File: config.mk
export PLATFORM = sky130hd
export DESIGN_NAME = router_out_arb
export DESIGN_NICKNAME = d
export VERILOG_FILES = /design/src/rtl/router_pkg.sv /design/src/rtl/router_rr_pick.sv /design/src/rtl/router_out_arb.sv
export SDC_FILE = /design/constraint.sdc
export NUM_CORES = 1
export LEC_CHECK = 0
export BUFFER_PORTS_ARGS = -buffer_cell sky130_fd_sc_hd__buf_2
export CAP_MARGIN = 20
export CORE_ASPECT_RATIO = 1.1
export CORE_MARGIN = 8
export CORE_UTILIZATION = 38
export DETAILED_ROUTE_END_ITERATION = 8
export PLACE_DENSITY_LB_ADDON = 0.3
export SETUP_SLACK_MARGIN = 0.1
export SYNTH_ARGS = -nofsm -noshare
export SYNTH_HDL_FRONTEND = slang
export SYNTH_SLANG_ARGS = --single-unit
File: constraint.sdc
create_clock -name clock -period 1.9 [get_ports clock]
set_input_delay 0.285 -clock clock [delete_from_list [all_inputs] [get_ports clock]]
set_output_delay 0.285 -clock clock [all_outputs]
set_load 0.02 [all_outputs]
File: src/rtl/router_pkg.sv
// Shared definitions for the router output arbiter: port count, header
// field layout, default stall timeout and the arbiter state encoding.
package router_pkg;

    localparam int NUM_PORTS   = 3;
    localparam int LEN_MSB     = 7;
    localparam int LEN_LSB     = 2;
    localparam int ADDR_W      = 2;
    localparam int LEN_W       = LEN_MSB - LEN_LSB + 1;
    localparam int TIMEOUT_DEF = 30;

    typedef enum logic [1:0] {
        IDLE    = 2'd0,
        HEADER  = 2'd1,
        PAYLOAD = 2'd2,
        PARITY  = 2'd3
    } arb_state_e;

    // Port index after p, wrapping 2 back to 0.
    function automatic logic [ADDR_W-1:0] next_port(input logic [ADDR_W-1:0] p);
        return (p == ADDR_W'(NUM_PORTS - 1)) ? '0 : p + 1'b1;
    endfunction

endpackage

File: src/rtl/router_rr_pick.sv
// Combinational round-robin picker: first requesting port scanning
// rr_ptr, rr_ptr+1, rr_ptr+2 (mod 3).
module router_rr_pick
    import router_pkg::*;
(
    input  logic [NUM_PORTS-1:0] req,
    input  logic [ADDR_W-1:0]    rr_ptr,
    output logic [ADDR_W-1:0]    pick,
    output logic                 any_req
);

    logic [ADDR_W-1:0] cand;

    always_comb begin
        pick    = '0;
        any_req = 1'b0;
        cand    = rr_ptr;
        for (int i = 0; i < NUM_PORTS; i++) begin
            if (!any_req && req[cand]) begin
                pick    = cand;
                any_req = 1'b1;
            end
            cand = next_port(cand);
        end
    end

endmodule

File: src/rtl/router_out_arb.sv
// Packet-atomic round-robin arbiter draining three show-ahead router FIFOs
// onto one valid/ready byte link, with parity check and stall timeout.
module router_out_arb
    import router_pkg::*;
#(
    parameter int DATA_W  = 8,
    parameter int TIMEOUT = TIMEOUT_DEF,
    parameter int TO_W    = 5
) (
    input  logic                 clock,
    input  logic                 resetn,
    input  logic [NUM_PORTS-1:0] fifo_empty,
    input  logic [DATA_W-1:0]    data_out_0,
    input  logic [DATA_W-1:0]    data_out_1,
    input  logic [DATA_W-1:0]    data_out_2,
    output logic [NUM_PORTS-1:0] read_enb,
    output logic [NUM_PORTS-1:0] soft_reset,
    output logic [DATA_W-1:0]    out_data,
    output logic                 out_valid,
    input  logic                 out_ready,
    output logic                 out_sop,
    output logic                 out_eop,
    output logic [ADDR_W-1:0]    grant,
    output logic                 grant_valid,
    output logic                 parity_err,
    output logic                 pkt_done
);

    arb_state_e           state_q, state_d;
    logic [ADDR_W-1:0]    rr_ptr_q, rr_ptr_d;
    logic [ADDR_W-1:0]    grant_q, grant_d;
    logic                 grant_valid_q, grant_valid_d;
    logic [LEN_W-1:0]     cnt_q, cnt_d;
    logic [DATA_W-1:0]    par_q, par_d;
    logic [TO_W-1:0]      stall_q, stall_d;
    logic                 pkt_done_q, pkt_done_d;
    logic                 parity_err_q, parity_err_d;
    logic [NUM_PORTS-1:0] soft_reset_q, soft_reset_d;

    logic [NUM_PORTS-1:0] req;
    logic [ADDR_W-1:0]    pick;
    logic                 any_req;
    logic                 active;
    logic                 head_valid;
    logic                 hs;
    logic [DATA_W-1:0]    head_data;

    // A FIFO being flushed this cycle is not offered for a new grant.
    assign req = ~fifo_empty & ~soft_reset_q;

    router_rr_pick u_pick (
        .req     (req),
        .rr_ptr  (rr_ptr_q),
        .pick    (pick),
        .any_req (any_req)
    );

    always_comb begin
        case (grant_q)
            2'd0:    head_data = data_out_0;
            2'd1:    head_data = data_out_1;
            default: head_data = data_out_2;
        endcase
    end

    assign active     = (state_q != IDLE);
    assign head_valid = active & ~fifo_empty[grant_q];
    assign hs         = head_valid & out_ready;

    assign out_valid   = head_valid;
    assign out_data    = active ? head_data : '0;
    assign out_sop     = (state_q == HEADER);
    assign out_eop     = (state_q == PARITY);
    assign grant       = grant_q;
    assign grant_valid = grant_valid_q;
    assign pkt_done    = pkt_done_q;
    assign parity_err  = parity_err_q;
    assign soft_reset  = soft_reset_q;

    always_comb begin
        read_enb = '0;
        if (hs) begin
            read_enb[grant_q] = 1'b1;
        end
    end

    always_comb begin
        state_d       = state_q;
        rr_ptr_d      = rr_ptr_q;
        grant_d       = grant_q;
        grant_valid_d = grant_valid_q;
        cnt_d         = cnt_q;
        par_d         = par_q;
        stall_d       = stall_q;
        pkt_done_d    = 1'b0;
        parity_err_d  = 1'b0;
        soft_reset_d  = '0;

        if (state_q == IDLE) begin
            stall_d = '0;
            if (any_req) begin
                grant_d       = pick;
                grant_valid_d = 1'b1;
                state_d       = HEADER;
            end
        end else if (hs) begin
            stall_d = '0;
            case (state_q)
                HEADER: begin
                    cnt_d   = head_data[LEN_MSB:LEN_LSB];
                    par_d   = head_data;
                    state_d = (head_data[LEN_MSB:LEN_LSB] == '0) ? PARITY : PAYLOAD;
                end
                PAYLOAD: begin
                    par_d = par_q ^ head_data;
                    cnt_d = cnt_q - 1'b1;
                    if (cnt_q == LEN_W'(1)) begin
                        state_d = PARITY;
                    end
                end
                default: begin
                    pkt_done_d    = 1'b1;
                    parity_err_d  = (head_data != par_q);
                    rr_ptr_d      = next_port(grant_q);
                    grant_valid_d = 1'b0;
                    state_d       = IDLE;
                end
            endcase
        end else if (stall_q == TO_W'(TIMEOUT - 1)) begin
            // Link stuck too long: flush the owner and release the link.
            soft_reset_d[grant_q] = 1'b1;
            rr_ptr_d              = next_port(grant_q);
            grant_valid_d         = 1'b0;
            stall_d               = '0;
            state_d               = IDLE;
        end else begin
            stall_d = stall_q + 1'b1;
        end
    end

    always_ff @(posedge clock) begin
        if (!resetn) begin
            state_q       <= IDLE;
            rr_ptr_q      <= '0;
            grant_q       <= '0;
            grant_valid_q <= 1'b0;
            cnt_q         <= '0;
            par_q         <= '0;
            stall_q       <= '0;
            pkt_done_q    <= 1'b0;
            parity_err_q  <= 1'b0;
            soft_reset_q  <= '0;
        end else begin
            state_q       <= state_d;
            rr_ptr_q      <= rr_ptr_d;
            grant_q       <= grant_d;
            grant_valid_q <= grant_valid_d;
            cnt_q         <= cnt_d;
            par_q         <= par_d;
            stall_q       <= stall_d;
            pkt_done_q    <= pkt_done_d;
            parity_err_q  <= parity_err_d;
            soft_reset_q  <= soft_reset_d;
        end
    end

endmodule
After elaboration in Yosys (flattened, before gate mapping)
Index checks and enable logic that the tools add are counted.
W data, S select, Z words.
Operators by class
  add/sub/neg operators: 5
  order comparisons: 5
  equal/unequal tests: 14
  multiplexer cells: 40
  bitwise logic cells: 11
  reduce and logical (&&, ||, !) cells: 22
Operators with widths (count)
  $pmux W8 S2: 2
  $mux W2: 14
  $mux W1: 15
  $lt A2 B3 Y1 const B: 4
  $pmux W6 S2: 1
  $reduce_and A3 Y1: 4
  $eq A2 B2 Y1 const B: 5
  $bmux W1 S2: 4
  $mux W8: 1
  $ne A8 B8 Y1: 1
  $reduce_or A4 Y1: 2
  $xor A8 B8 Y8: 1
  $add A2 B1 Y2 const B: 3
  $eq A6 B1 Y1 const B: 1
  $logic_not A6 Y1: 1
  $not A3 Y3: 2
  $reduce_bool A2 Y1: 3
  $sub A6 B1 Y6 const B: 1
  $add A5 B1 Y5 const B: 1
  $eq A5 B5 Y1 const B: 1
  $not A1 Y1: 5
  $reduce_or A5 Y1: 1
  $eq A2 B1 Y1 const B: 2
  $logic_not A2 Y1: 2
  other kinds (15): 20
Storage, ports and cells
  flip-flop bits (word level): 31
  bits of input ports: 30
  output and inout bits: 22
  logic and storage cells: 107

Longest topological paths before layout
  word-level depth: 13
  depth in mapped cells: 9
  depth with buffers taken out: 7

By module
From an unflattened synthesis, not the netlist that was laid out.
Second synthesis, totals
  cell total of the unflattened synthesis: 263
  area total of the unflattened synthesis: 2142.1 µm²
By module, submodules not included
  router_out_arb: instances 1, cells each 255, area each 2093.3 µm², sequential area each 620.6 µm²
  router_rr_pick: instances 1, cells each 8, area each 48.8 µm², sequential area each 0.0 µm²

Worst setup path after synthesis
No wires, ideal clock.
  path type: register -> register
  start point: register state_q[0]
  end point: register rr_ptr_q[0]
  data arrival time: 1.921 ns
  path slack: -0.091 ns
  cell stages (with the launch flop): 9
  path through: dfxtp_1 -> inv_1 -> ha_1 -> clkbuf_1 -> inv_1 -> o2111ai_4 -> mux2_4 -> or4_1 -> a21boi_1
On the way
  cells in the longest elaborated chain, start to end: 5
Ends and longest elaborated chain
  start, declared: line router_out_arb.sv:29  | arb_state_e state_q, state_d;
  start signal, assigned: line router_out_arb.sv:154  | state_q <= state_d;
  $reduce_bool A2 Y1: line router_out_arb.sv:66  | assign active = (state_q != IDLE);
  $and A1 B1 Y1: line router_out_arb.sv:67  | assign head_valid = active & ~fifo_empty[grant_q];
  $and A1 B1 Y1: line router_out_arb.sv:68  | assign hs = head_valid & out_ready;
  $ne A2 B2 Y1 (no source line) or $reduce_bool A2 Y1 (tied branches)
  $reduce_and A3 Y1 (no source line)
  end signal, assigned: line router_out_arb.sv:155  | rr_ptr_q <= rr_ptr_d;
  end, declared: line router_out_arb.sv:30  | logic [ADDR_W-1:0] rr_ptr_q, rr_ptr_d;
Several ways; a longest one is shown, not always the timed one.
A chain may end at the register's enable or synchronous reset.

Worst setup path in the final report
  start point: register state_q[1]
  end point: register par_q[2]
On the way
  cells in the longest elaborated chain, start to end: 4
Ends and longest elaborated chain
  $reduce_bool A2 Y1: line router_out_arb.sv:66
  $and A1 B1 Y1: line router_out_arb.sv:67
  $and A1 B1 Y1: line router_out_arb.sv:68
  $reduce_and A3 Y1 (no source line)
  end signal, assigned: line router_out_arb.sv:159  | par_q <= par_d;
  end, declared: line router_out_arb.sv:34  | logic [DATA_W-1:0] par_q, par_d;
Several ways; a longest one is shown, not always the timed one.

==> qor.log <==
[status] outcome complete, but fails checks
[status] violations in the final reports negative setup slack
[routing] antenna viol nets, final 0
[global_route] GRT Resource Usage Total 14.4%
[cells_and_area] Area growth syn-to-layout 51.7%
[worst_setup_path] Worst Path Buf+Inv 4
[synth] Unique masters post-synth 49
[worst_setup_path] capture point of the worst path par_q[2]
[synth] mean area per synthesized cell 8.64 um2
[synth] cell types with the largest area share after synthesis sky130_fd_sc_hd__dfxtp_1 30%, sky130_fd_sc_hd__mux2_2 9.4%, sky130_fd_sc_hd__ha_1 4.9%
[cells_and_area] footprint of the flip-flops and latches 628 um2
[place] half-perimeter wire length after placement 3980 um
[die] Initial Utilization 38.6%
[cells_and_area] ANT cells 0
[pwr] Sequential Power Share 31.0%
[pwr] P_sw 816 uW
[worst_setup_path] first element of the critical path state_q[1]
[worst_setup_path] Critical R2R Launch state_q[1]
[clock_network] clock latency on the worst-skew pair 280 ps
[routing] routed via count divided by cell count 5.10
[timing] Min Hold Slack 420 ps
[timing] worst setup slack after layout -35.3 ps
[global_route] maximum number of pins on one net before global-route repair 27
[routing] number of DRC violations after detailed-routing iteration 0 121
[global_route] antenna violations before repair 0
[die] chip height 92.8 um
[synth] syn_nets 274
[clock_network] clock buffer depth 2
[die] Core ar. 0.00529 mm2
[pwr] Gate power share 44.4%
[routing] overall routed net length 6240 um
[worst_setup_path] terminus of the critical flop-to-flop path par_q[2]
[routing] via count 2054
[synth] flip-flop and latch count after synthesis 31
[synth] prevailing post-synth register cell sky130_fd_sc_hd__dfxtp_1
[synth] Ys Warns 0
[worst_setup_path] Reg2Reg Setup Slack -40 ps
[die] I/O pins 52
[cells_and_area] net count of the finished layout 365
[place] last weighted congestion value of the routability-driven placer 0.835
[global_route] total grt overflow 0
[pwr] Power per Cell Area 764 mW/mm2
[synth] number of flops mapped to enable cells by yosys 0
[worst_setup_path] kind of end point of the critical path register
[timing] hold violation total from the final report 0
[routing] first-pass iteration count of the detailed router 4
[worst_setup_path] endpoint required time on the critical path 2080 ps
[clock_network] number of sinks on the clock net 31
[cells_and_area] proportion of layout cells with a drive suffix above 1 48.5%
[clock_network] Num CTS Buffers 5
[synth] async set or reset register ratio after synthesis 0%
[synth] area share of the largest cell type after synthesis 30.4%
[routing] DR DRC count 0
[timing] final cycle utilization of the critical path 102%
[worst_setup_path] crit-path cells inv_2, ha_4, and3b_1, o211ai_1, buf_4, buf_8, buf_8, a21oi_2, o22ai_1, and2_1
[worst_setup_path] number of cells on the critical path 10
[synth] leading area contributor after synthesis sky130_fd_sc_hd__dfxtp_1
[place] I/O Buffers 51
[pwr] internal power of the cells 1550 uW
[worst_setup_path] path depth of the worst reg2reg path 10
[pwr] peak ir drop on the vdd network 0.344 mV
[flow_run] MaxCap Viol Count 0
[pwr] share of total power in the clock network 24.6%
[die] Die Outline Area 0.00797 mm2
[place] Worst Setup Slack post-DPL -29.0 ps
[timing] max-slew headroom at the worst pin 62.8%
[timing] Pins Over Slew Limit 0
[synth] combined area of all synthesized cells 0.00204 mm2
[cells_and_area] final instance count without filler cells 403
[worst_setup_path] most numerous cell on the critical path sky130_fd_sc_hd__buf_8
[cells_and_area] area of combinational cells with multiple inputs 0.00150 mm2
[worst_setup_path] family of cells with the greatest summed delay on the critical path buffers and inverters
[timing] transition time of the tightest slew-check pin 552 ps
[routing] routed wirelength normalized by instance count 15.5 um
[global_route] global-route wire length before repair 9130 um
[min_path] Hold/Removal Path Class in -> reg
[timing] clock period minus final worst setup slack 1940 ps
[pwr] switching part of the total power 34.5%
[synth] Post-Syn Instances 236
[clock_network] Root Driver sky130_fd_sc_hd__clkbuf_8
[synth] share of synthesized area occupied by flip-flops and latches 30.4%
[timing] unrepaired setup endpoints after global routing yes
[worst_setup_path] standard cell with the maximum stage delay on the critical path sky130_fd_sc_hd__dfxtp_2
[clock_network] CTS clock-pin slew for the worst setup and hold paths 70 ps
[die] std cell rows 28
[worst_setup_path] arrival time worst endpoint 2110 ps
[cells_and_area] Fill cells 440
[worst_setup_path] peak fanout along the critical path 7
[place] number of instances in the placed design 365
[timing] achievable frequency 517 MHz
[worst_setup_path] Crit Path Category reg -> reg
[worst_setup_path] CP peak stage delay 340 ps
[timing] Worst Skew 3.72 ps
[clock_network] number of levels the H-tree was split into 2
[clock_network] CTS tree built
[global_route] via count of the first global-routing pass 1898
[worst_setup_path] startpoint types register
[die] die width 85.9 um
[pwr] static leakage power 0.00137 uW
[timing] setup-violating endpoint count in the final report 3
==> worst min-delay path by stage <==
stage / startpoint / to / slack [ps] / depth (start not counted)
6_report: fifo_empty[1] / grant[0] / 420 / 4
5_1_grt: out_ready / pkt_done / 470 / 4
4_1_cts: fifo_empty[1] / grant[0] / 420 / 4
3_5_place_dp: stall_q[0] / stall_q[0] / 470 / 1
3_3_place_gp: stall_q[0] / stall_q[0] / 450 / 1
2_1_floorplan: stall_q[0] / stall_q[0] / 430 / 1
==> power groups by stage <==
stage	logic (uW)	registers [uW]	clock network [uW]
global route	1120	738	623
global placement	748	745	0
floorplan	521	746	0
finish	1050	734	582
detailed placement	755	746	0
CTS	899	729	593
==> placed cells by master, fill, tap and decap left out, types with 3 or more instances in the layout <==
master / instances
sky130_fd_sc_hd__o22ai_1: 7
sky130_fd_sc_hd__o21ai_0: 7
sky130_fd_sc_hd__mux2i_4: 5
sky130_fd_sc_hd__nand3_1: 6
sky130_fd_sc_hd__buf_4: 38
sky130_fd_sc_hd__nor3_1: 4
sky130_fd_sc_hd__clkbuf_8: 7
sky130_fd_sc_hd__buf_2: 41
sky130_fd_sc_hd__o211ai_1: 3
sky130_fd_sc_hd__xnor2_1: 7
sky130_fd_sc_hd__dfxtp_2: 3
sky130_fd_sc_hd__and2_1: 10
sky130_fd_sc_hd__nand2_1: 12
sky130_fd_sc_hd__mux2_4: 11
sky130_fd_sc_hd__nor2_4: 4
sky130_fd_sc_hd__mux2_2: 7
sky130_fd_sc_hd__a21oi_2: 5
sky130_fd_sc_hd__a21oi_1: 7
sky130_fd_sc_hd__inv_1: 14
sky130_fd_sc_hd__nor2_1: 17
sky130_fd_sc_hd__o22ai_2: 3
sky130_fd_sc_hd__dfxtp_1: 27
sky130_fd_sc_hd__buf_6: 14
sky130_fd_sc_hd__mux2i_1: 8
sky130_fd_sc_hd__ha_1: 7
==> cell type report <==
cell class,count,share of cell area [%]
tap,75,3.03
multi-input combinational,175,48.4
timing repair buffer,96,22.7
sequential,31,20.3
inverter,18,2.35
clock buffer,8,3.23
==> metal layers <==
layer / share of wire (%) / GRT usage [%]
met5: 0 / 0
met4: 1.7 / 5.56
met3: 3.9 / 4.16
met2: 51 / 24.9
met1: 43 / 16.1
==> timing repair <==
action                     in CTS  in global routing
gates resized for setup        36                 38
setup buffers                  16                 12
pin swaps                       4                 13
cloned                          0                  2
hold buffers                    0                  0
setup endpoints to repair      23                 27
==> registers in the layout, summed over array words and instances (netlist names) <==
signal       flops
par_q            8
stall_q          5
grant            2
rr_ptr_q         2
state_q          2
cnt_q            6
grant_valid      1
soft_reset       3
parity_err       1
pkt_done         1
==> synthesized netlist by cell type, drive strengths merged, types with 2 or more instances <==
cell type and count:
inv 18, o211a 2, mux2i 13, ha 8, and2 10, nand2 12, o211ai 3, nand4 2
o221a 2, or3 2, xnor2 9, nor4 2, nor2 23, nor3 6, a21boi 4, and3 2
o22ai 10, o21ai 8, nand3 6, buf 5, a211oi 2, xor2 2, dfxtp 31, clkbuf 7
a21oi 12, mux2 18
==> worst min-delay path, cell delays in order <==
cell and delay, ps:
sky130_fd_sc_hd__buf_2 130, sky130_fd_sc_hd__a2111oi_0 80, sky130_fd_sc_hd__mux2i_1 120, sky130_fd_sc_hd__nor2b_1 60
==> logic make-up after synthesis <==
logic type / after synthesis / share of synthesized area [%]
simple gates: 72 / 17.5
xor+xnor: 11 / 4.72
mux: 31 / 17.7
compound gates: 53 / 18.3
flops: 31 / 30.4
buf+inv: 30 / 6.44
fa+ha+maj: 8 / 4.91
==> per-stage QoR <==
step / power (uW) / util (%) / setup TNS (ps) / instance area (um2)
final: 2360 / 58.5 / -72.7 / 3090
after global routing: 2480 / 58.5 / -567 / 3090
after CTS: 2220 / 53.5 / 0 / 2830
after detailed placement: 1500 / 46.7 / -29.0 / 2470
after global placement: 1490 / 46.7 / 0 / 2470
after floorplan: 1270 / - / 0 / 2070
Note: power is estimated with default switching activity, not from simulation.
